**src/rtl/tx_dac_interp_if.sv**
```systemverilog
// Sample streams of tx_dac_interp: FIR-chain IQ input side and DAC pull side.
interface tx_dac_interp_if #(
  parameter int DSP_WIDTH = 16,
  parameter int DAC_WIDTH = 12
);
  logic [2*DSP_WIDTH-1:0] dsp_data;
  logic                   dsp_valid;
  logic                   dsp_ready;
  logic                   dac_req;
  logic [2*DAC_WIDTH-1:0] dac_data;
  logic                   dac_valid;

  modport master (output dsp_data, dsp_valid, dac_req,
                  input  dsp_ready, dac_data, dac_valid);
  modport slave  (input  dsp_data, dsp_valid, dac_req,
                  output dsp_ready, dac_data, dac_valid);
endinterface

```
**src/rtl/tx_dac_interp.sv**
```systemverilog
// TX interpolator feeding a pull-mode DAC: hold/zero-stuff, round+saturate, underrun recovery.
// Optional DC offset pre-compensation is built when macro TX_DC_CORR_EN is defined.
//
// state | meaning
// IDLE  | disabled, FIFO flushed, zeros out
// PRIME | refilling FIFO up to PRIME_LEVEL, zeros out
// RUN   | popping one sample per interp requests
module tx_dac_interp #(
  parameter int DAC_WIDTH      = 12,
  parameter int DSP_WIDTH      = 16,
  parameter int CFG_WIDTH      = 32,
  parameter int FIFO_DEEP_BITS = 2,
  parameter int PRIME_LEVEL    = 2
) (
  input  logic                        clk,
  input  logic                        rst_n,
  tx_dac_interp_if.slave              bus,
  input  logic                        cfg_valid_i,
  input  logic [CFG_WIDTH-1:0]        cfg_data_i,
  input  logic signed [DSP_WIDTH-1:0] cfg_dc_i_i,
  input  logic signed [DSP_WIDTH-1:0] cfg_dc_q_i,
  output logic                        underrun_o,
  output logic [15:0]                 underrun_cnt_o
);
  localparam int DEPTH = 1 << FIFO_DEEP_BITS;
  localparam int CW    = FIFO_DEEP_BITS + 1;
  localparam int S     = DSP_WIDTH - DAC_WIDTH;
  localparam int SH    = (S > 0) ? S - 1 : 0;
  localparam logic signed [DSP_WIDTH+1:0] HALF = (S > 0) ? (DSP_WIDTH+2)'(2 ** SH) : '0;
  localparam logic signed [DSP_WIDTH+1:0] MAXV = (DSP_WIDTH+2)'(2 ** (DAC_WIDTH-1) - 1);
  localparam logic signed [DSP_WIDTH+1:0] MINV = (DSP_WIDTH+2)'(-(2 ** (DAC_WIDTH-1)));

  typedef enum logic [1:0] {IDLE, PRIME, RUN} state_t;

  state_t                        state_q;
  logic [7:0]                    interp_m1_q, ph_q;
  logic                          zs_q, en_q, pend_q;
  logic [9:0]                    shadow_q;
  logic [2*DSP_WIDTH-1:0]        mem_q [DEPTH];
  logic [FIFO_DEEP_BITS-1:0]     wr_q, rd_q;
  logic [CW-1:0]                 cnt_q;
  logic [2*DSP_WIDTH-1:0]        cur_q;
  logic                          s1_vld_q, dac_valid_q, underrun_q;
  logic signed [DSP_WIDTH:0]     s1_i_q, s1_q_q;
  logic [2*DAC_WIDTH-1:0]        dac_data_q;
  logic [15:0]                   ucnt_q;

  logic                          full, empty, push, pop, run_req, urun, add_dc, cfg_apply;
  logic [2*DSP_WIDTH-1:0]        head, sel;
  logic [9:0]                    cfg_nxt;
  logic signed [DSP_WIDTH:0]     sum_i, sum_q;
  logic                          cfg_unused;

  assign cfg_unused = ^cfg_data_i[CFG_WIDTH-1:10];

  function automatic logic [DAC_WIDTH-1:0] rnd_sat(input logic signed [DSP_WIDTH:0] x);
    logic signed [DSP_WIDTH+1:0] r;
    r = $signed({x[DSP_WIDTH], x}) + HALF;
    r = r >>> S;
    if (r > MAXV)      return MAXV[DAC_WIDTH-1:0];
    else if (r < MINV) return MINV[DAC_WIDTH-1:0];
    else               return r[DAC_WIDTH-1:0];
  endfunction

  always_comb begin
    full      = (cnt_q == CW'(DEPTH));
    empty     = (cnt_q == '0);
    head      = mem_q[rd_q];
    push      = bus.dsp_valid && bus.dsp_ready;
    run_req   = (state_q == RUN) && bus.dac_req;
    pop       = run_req && (ph_q == 8'd0) && !empty;
    urun      = run_req && (ph_q == 8'd0) && empty;
    add_dc    = run_req && !urun;
    sel       = '0;
    if (pop)
      sel = head;
    else if (run_req && (ph_q != 8'd0) && !zs_q)
      sel = cur_q;
    cfg_nxt   = cfg_valid_i ? cfg_data_i[9:0] : shadow_q;
    cfg_apply = (cfg_valid_i || pend_q) && ((state_q == IDLE) || (ph_q == 8'd0));
`ifdef TX_DC_CORR_EN
    sum_i = {sel[DSP_WIDTH-1], sel[DSP_WIDTH-1:0]}
          + (add_dc ? {cfg_dc_i_i[DSP_WIDTH-1], cfg_dc_i_i} : '0);
    sum_q = {sel[2*DSP_WIDTH-1], sel[2*DSP_WIDTH-1:DSP_WIDTH]}
          + (add_dc ? {cfg_dc_q_i[DSP_WIDTH-1], cfg_dc_q_i} : '0);
`else
    sum_i = {sel[DSP_WIDTH-1], sel[DSP_WIDTH-1:0]};
    sum_q = {sel[2*DSP_WIDTH-1], sel[2*DSP_WIDTH-1:DSP_WIDTH]};
`endif
  end

`ifndef TX_DC_CORR_EN
  logic dc_unused;
  assign dc_unused = ^{cfg_dc_i_i, cfg_dc_q_i, add_dc};
`endif

  assign bus.dsp_ready  = (state_q != IDLE) && en_q && !full;
  assign bus.dac_data   = dac_data_q;
  assign bus.dac_valid  = dac_valid_q;
  assign underrun_o     = underrun_q;
  assign underrun_cnt_o = ucnt_q;

  always_ff @(posedge clk or negedge rst_n) begin
    if (!rst_n) begin
      state_q     <= IDLE;
      interp_m1_q <= '0;
      ph_q        <= '0;
      zs_q        <= 1'b0;
      en_q        <= 1'b0;
      pend_q      <= 1'b0;
      shadow_q    <= '0;
      for (int k = 0; k < DEPTH; k++) mem_q[k] <= '0;
      wr_q        <= '0;
      rd_q        <= '0;
      cnt_q       <= '0;
      cur_q       <= '0;
      s1_vld_q    <= 1'b0;
      s1_i_q      <= '0;
      s1_q_q      <= '0;
      dac_valid_q <= 1'b0;
      dac_data_q  <= '0;
      underrun_q  <= 1'b0;
      ucnt_q      <= '0;
    end else begin
      if (cfg_valid_i) shadow_q <= cfg_data_i[9:0];
      if (cfg_apply) begin
        {en_q, zs_q, interp_m1_q} <= cfg_nxt;
        pend_q <= 1'b0;
      end else if (cfg_valid_i) begin
        pend_q <= 1'b1;
      end

      if (state_q == IDLE) begin
        wr_q  <= '0;
        rd_q  <= '0;
        cnt_q <= '0;
      end else begin
        if (push) begin
          mem_q[wr_q] <= bus.dsp_data;
          wr_q        <= wr_q + 1'b1;
        end
        if (pop) rd_q <= rd_q + 1'b1;
        cnt_q <= cnt_q + CW'(push) - CW'(pop);
      end
      if (pop) cur_q <= head;

      if (!en_q) state_q <= IDLE;
      else begin
        case (state_q)
          IDLE:    state_q <= PRIME;
          PRIME:   if (cnt_q >= CW'(PRIME_LEVEL)) state_q <= RUN;
          RUN:     if (urun) state_q <= PRIME;
          default: state_q <= IDLE;
        endcase
      end

      // wrap on >= so a shorter interp taking effect mid-count cannot overrun
      if ((state_q != RUN) || urun) ph_q <= '0;
      else if (bus.dac_req)         ph_q <= (ph_q >= interp_m1_q) ? 8'd0 : ph_q + 8'd1;

      if (urun) begin
        underrun_q <= 1'b1;
        ucnt_q     <= cfg_valid_i ? 16'd1 : ((ucnt_q == 16'hFFFF) ? ucnt_q : ucnt_q + 16'd1);
      end else if (cfg_valid_i) begin
        underrun_q <= 1'b0;
        ucnt_q     <= '0;
      end

      s1_vld_q    <= bus.dac_req;
      s1_i_q      <= sum_i;
      s1_q_q      <= sum_q;
      dac_valid_q <= s1_vld_q;
      if (s1_vld_q) dac_data_q <= {rnd_sat(s1_q_q), rnd_sat(s1_i_q)};
    end
  end
endmodule
```
**src/flat_wrapper.sv**
```systemverilog
// flat-port wrapper written by rule: the top's interface ports become plain ports
module tx_dac_interp_flat 
#(
  parameter int DAC_WIDTH      = 12,
  parameter int DSP_WIDTH      = 16,
  parameter int CFG_WIDTH      = 32,
  parameter int FIFO_DEEP_BITS = 2,
  parameter int PRIME_LEVEL    = 2
)
  (clk, rst_n, cfg_valid_i, cfg_data_i, cfg_dc_i_i, cfg_dc_q_i, underrun_o, underrun_cnt_o, bus_dsp_data, bus_dsp_valid, bus_dac_req, bus_dsp_ready, bus_dac_data, bus_dac_valid);
  tx_dac_interp_if #(.DSP_WIDTH(DSP_WIDTH), .DAC_WIDTH(DAC_WIDTH)) bus_i ();
  input  logic clk;
  input  logic rst_n;
  input  logic cfg_valid_i;
  input  logic [CFG_WIDTH-1:0] cfg_data_i;
  input  logic signed [DSP_WIDTH-1:0] cfg_dc_i_i;
  input  logic signed [DSP_WIDTH-1:0] cfg_dc_q_i;
  output logic underrun_o;
  output logic [15:0] underrun_cnt_o;
  input wire logic [$bits(bus_i.dsp_data)-1:0] bus_dsp_data;
  input wire logic [$bits(bus_i.dsp_valid)-1:0] bus_dsp_valid;
  input wire logic [$bits(bus_i.dac_req)-1:0] bus_dac_req;
  output wire logic [$bits(bus_i.dsp_ready)-1:0] bus_dsp_ready;
  output wire logic [$bits(bus_i.dac_data)-1:0] bus_dac_data;
  output wire logic [$bits(bus_i.dac_valid)-1:0] bus_dac_valid;
  assign bus_i.dsp_data = bus_dsp_data;
  assign bus_i.dsp_valid = bus_dsp_valid;
  assign bus_i.dac_req = bus_dac_req;
  assign bus_dsp_ready = bus_i.dsp_ready;
  assign bus_dac_data = bus_i.dac_data;
  assign bus_dac_valid = bus_i.dac_valid;
  tx_dac_interp #(.DAC_WIDTH(DAC_WIDTH), .DSP_WIDTH(DSP_WIDTH), .CFG_WIDTH(CFG_WIDTH), .FIFO_DEEP_BITS(FIFO_DEEP_BITS), .PRIME_LEVEL(PRIME_LEVEL)) u_core (.clk(clk), .rst_n(rst_n), .bus(bus_i), .cfg_valid_i(cfg_valid_i), .cfg_data_i(cfg_data_i), .cfg_dc_i_i(cfg_dc_i_i), .cfg_dc_q_i(cfg_dc_q_i), .underrun_o(underrun_o), .underrun_cnt_o(underrun_cnt_o));
endmodule
```
**config.mk**
```make
export PLATFORM = sky130hd
export DESIGN_NAME = tx_dac_interp_flat
export DESIGN_NICKNAME = d
export VERILOG_FILES = /design/src/rtl/tx_dac_interp_if.sv /design/src/rtl/tx_dac_interp.sv /design/src/flat_wrapper.sv
export SDC_FILE = /design/constraint.sdc
export NUM_CORES = 1
export LEC_CHECK = 0
export CORE_MARGIN = 2
export CORE_UTILIZATION = 35
export DETAILED_ROUTE_END_ITERATION = 8
export GPL_ROUTABILITY_DRIVEN = 0
export GPL_TIMING_DRIVEN = 0
export HOLD_SLACK_MARGIN = 0.12
export PLACE_DENSITY = 0.57
export SLEW_MARGIN = 20
export SYNTH_ARGS = -nofsm -noshare
export SYNTH_HDL_FRONTEND = slang
export SYNTH_SLANG_ARGS = --single-unit
```
**constraint.sdc**
```tcl
create_clock -name clk -period 4.3 [get_ports clk]
set_input_delay 1.075 -clock clk [delete_from_list [all_inputs] [get_ports clk]]
set_output_delay 1.075 -clock clk [all_outputs]
set_load 0.02 [all_outputs]
```
==> metrics list <==
- The initialized floorplan defines between 60 and 70 standard-cell rows.
- Setup Total Neg Slack: 0 ps
- The number of cells on the worst reg-to-reg path is 15.
- The first global-routing pass estimated ~36000 µm of wire.
* Reg-to-reg slack, setup: 400 ps
- Clock tree from TritonCTS: built
- In the post-synthesis netlist, the biggest area contributors are sky130_fd_sc_hd__dfrtp_1 (56%), sky130_fd_sc_hd__mux2_2 (13%), sky130_fd_sc_hd__mux4_2 (5.5%).
- The kind of cell with the highest combined delay along the critical path is simple AND/OR/NAND/NOR gates.
* Final wirelength: 21800 µm
- STA puts the critical path data arrival time at 4280 ps.
- Number of buffers inserted for hold repair after clock tree synthesis: 0
* Proportion of netlist area held by the largest area contributor: 0.5591
- Actual transition at the worst max-transition pin: ~1100 ps
* Final Instance Count excl. Fillers: 1354
* Required time of the critical path: 4680 ps
- Type of origin of the critical path: register
- The worst setup path is captured at a register.
- Pwr Density: 453.5 mW/mm²
* Pwr Total: between 5 and 6 mW
- Once detail routing completed, the nets flagged for antenna violations numbered 0.
- R2r endpoint: u_core.cnt_q[2]
* CP bufs+invs: 6
- P&R area growth vs syn: 20.89%
- Category of the critical setup timing path: reg -> reg
- In the final layout, the multi-input gates occupy 0.004417 mm².
- Measured on the finished design, the core utilization comes to 0.4315.
* Startpoint of the most critical register-to-register path: u_core.ph_q[0]
- Counting stages on the worst path, the most repeated cell is sky130_fd_sc_hd__inv_1.
- Count of endpoints failing setup in the final report: 0
* Total leakage power: 6.043 nW
* Fmax: 256.5 MHz
* Setup repair after global routing missed its margin: false
* Initial core utilization: 0.3570
- Worst skew pair latency: 530 ps
- Global routing finished with a remaining overflow of 0.
- Average size of a mapped cell: 12.70 µm²
- sky130_fd_sc_hd__dfrtp_1 is the most common cell in the netlist.
- For this design the top-level I/O count stands at 144.
- Num CTS Buffers: 27
* Cells after synthesis: 835
- Between clock sinks in the finished design, the worst skew comes to 10.26 ps.
- Outcome: finished clean
* Count of unresolved DRC violations after routing: 0
- The largest individual stage delay along the critical path comes from the cell sky130_fd_sc_hd__or3b_2.
- After synthesis, the netlist uses 48 different library cells.
- Buffer type at the clock tree root: sky130_fd_sc_hd__clkbuf_16
- After clock tree synthesis, the clock-pin slew on the worst setup and hold paths is 60 ps.
- Clock Tree Buf Depth: 3
- Number of enable flip-flop cells after synthesis: 0
- Post-Syn Nets: about 960
* Detailed router's first-iteration violation count: 355
- Post-CTS repair changed the size of 0 cells.
- Share of final-layout standard cells stronger than drive strength 1: 0.2106
- After synthesis, the share of flip-flops with an asynchronous set or reset is 1.000.
- Critical path peak fanout: 10
* Die X-Extent: 178.1 µm
- Number of global-route vias before repair: between 6000 and 7000
- Port Buf Inserts: 83
* Vias: 6760
- In the routed layout, each cell is associated on average with a via count of 4.993.
- Hold Slack: 423.8 ps
- Post-CTS setup-driven buffer insertion count: 0
- The share of the Yosys chip area taken by registers is 0.5591.
- The initial antenna violation count is 0.
- DIE AREA: around 0.032 mm²
* Cell-by-cell listing of the critical path: inv_1 > ha_1 > or3b_2 > nor2_1 > nand2_1 > inv_1 > clkbuf_1 > clkbuf_2 > ha_1 > inv_1 > ha_1 > inv_1 > fa_1 > xnor2_1 > nor2_1
* Number of inserted diodes: 0
- Max Transition Viols Final: 0
- Flip-flop cell with the highest count after synthesis: sky130_fd_sc_hd__dfrtp_1
- Sequential cell area in the final layout: 0.005931 mm²
* Post-synth top cells: sky130_fd_sc_hd__dfrtp_1 (237), sky130_fd_sc_hd__mux2_2 (125), sky130_fd_sc_hd__a21o_1 (52)
- Headroom to the max-slew limit came out at 0.2893.
* Post-synthesis register bit count: 237
- In the final routed layout, each cell accounts on average for 16.10 µm.
* Final Hold Violating Endpoints: 0
- Vert. Die Dim: 178.1 µm
- Number of nets in the final layout: 1071
* Pin count of the biggest net entering global routing: around 100
* Total routing resource utilization after global routing: 0.1424
* DP HPWL: roughly 15000 µm
* Number of synthesis warnings: 0
* Clock sink count: 237
- Min Tclk post-route: between 3000 and 4000 ps
* Core Box Area: 0.02972 mm²
* IR Drop Worst-Case VDD: 302.7 µV
- Max-cap violations in this run came to 0.
- In this run the cell area of the synthesized design comes to between 0.01 and 0.015 mm².
- Maximum cell stage delay along the critical path: roughly 460 ps
* Final worst path period share: 0.9066
- After filler insertion, the fill cell instance count of the layout stands at 2806.
- CTS built an H-tree with a depth of 1.
- Biggest area consumer among synthesized cells: sky130_fd_sc_hd__dfrtp_1
- First drt pass iteration count: 4
- Hold Crit Class: in -> async
- Cell count after placement: ~1300
worst reg2reg max path, delay by kind of cell, from the launching register on:
| kind | cells | cell delay (ps) |
|---|---|---|
| AND/OR/NAND/NOR | 4 | 1200 |
| buffers and inverters | 6 | 1100 |
| adder cells (fa/ha/maj) | 4 | 920 |
| flip-flops | 1 | 410 |
| XOR/XNOR | 1 | 140 |
cells by family after synthesis:
logic type,after synthesis,share of synthesized area
AO/OA/AOI/OAI,151,0.09283
XOR/XNOR,23,0.01899
adder cells (fa/ha/maj),21,0.02548
buffers and inverters,68,0.02500
flip-flops,237,0.5591
multiplexers,152,0.1888
AND/OR/NAND/NOR,183,0.08977
routing by layer:
metal  global-route usage  wire length [µm]  vias to the layer above
met5                    0                 0                        -
met4              0.03313               317                        0
met3              0.02153               778                       26
met2               0.2416             10510                      113
met1               0.1926             10200                     3394
li1                     -                 -                     3227
worst max path at each step:
stage,startpoint,to,slack (ps),cells after the start
after global placement,rst_n,u_core.mem_q[26],-8280,1
after global routing,u_core.ph_q[0],u_core.cnt_q[2],20,15
final,u_core.ph_q[0],u_core.cnt_q[2],400,15
after CTS,u_core.ph_q[0],u_core.cnt_q[2],130,15
after detailed placement,bus_dac_req,u_core.cnt_q[2],-270,14
after floorplan,u_core.ph_q[0],u_core.cnt_q[2],1110,15
stage by stage:
step / setup WS [ps] / instance area (µm²)
final: 401.4 / 12820
after global routing: 20.65 / 12820
after CTS: 125.2 / 12820
after detailed placement: -265.9 / 11990
after global placement: -8280 / 11930
after floorplan: 1110 / 10610
sequential cells by signal, summed over array words and instances (netlist names), 2 cells and up:
name and flops:
u_core.mem_q 104, u_core.cur_q 26, u_core.bus.dac_data 24, u_core.underrun_cnt_o 16, u_core.s1_i_q 13, u_core.s1_q_q 13, u_core.shadow_q 10, u_core.interp_m1_q 8
u_core.ph_q 8, u_core.cnt_q 3, u_core.rd_q 2, u_core.state_q 2, u_core.wr_q 2
cells in the final DEF, fill, tap and decap left out, types with 12 or more instances in the layout:
cell,instances
sky130_fd_sc_hd__and2_1,28
sky130_fd_sc_hd__xor2_1,12
sky130_fd_sc_hd__clkbuf_16,27
sky130_fd_sc_hd__clkdlybuf4s50_1,82
sky130_fd_sc_hd__dfrtp_1,237
sky130_fd_sc_hd__ha_1,20
sky130_fd_sc_hd__mux2_2,125
sky130_fd_sc_hd__nand3_1,22
sky130_fd_sc_hd__a21o_1,52
sky130_fd_sc_hd__a21oi_1,42
sky130_fd_sc_hd__nor2_1,46
sky130_fd_sc_hd__inv_1,31
sky130_fd_sc_hd__nand2_1,30
sky130_fd_sc_hd__clkbuf_1,35
sky130_fd_sc_hd__o21ai_0,20
sky130_fd_sc_hd__mux4_2,26
where the power goes:
| part | internal, mW | switching (mW) | total (mW) |
|---|---|---|---|
| Sequential | 2.63 | 0.185 | 2.81 |
| Clock | 1.29 | 0.870 | 2.16 |
| Combinational | 0.533 | 0.311 | 0.843 |
area by class of cell:
type,count,area share
multi-input cells,530,0.3444
clock inverters,7,0.005269
clock buffers,37,0.05952
inverters,31,0.009074
repair buffers,85,0.06947
flip-flops and latches,237,0.4625
well taps,390,0.03805
plain buffers,37,0.01171
(Power assumes the default switching activity.)
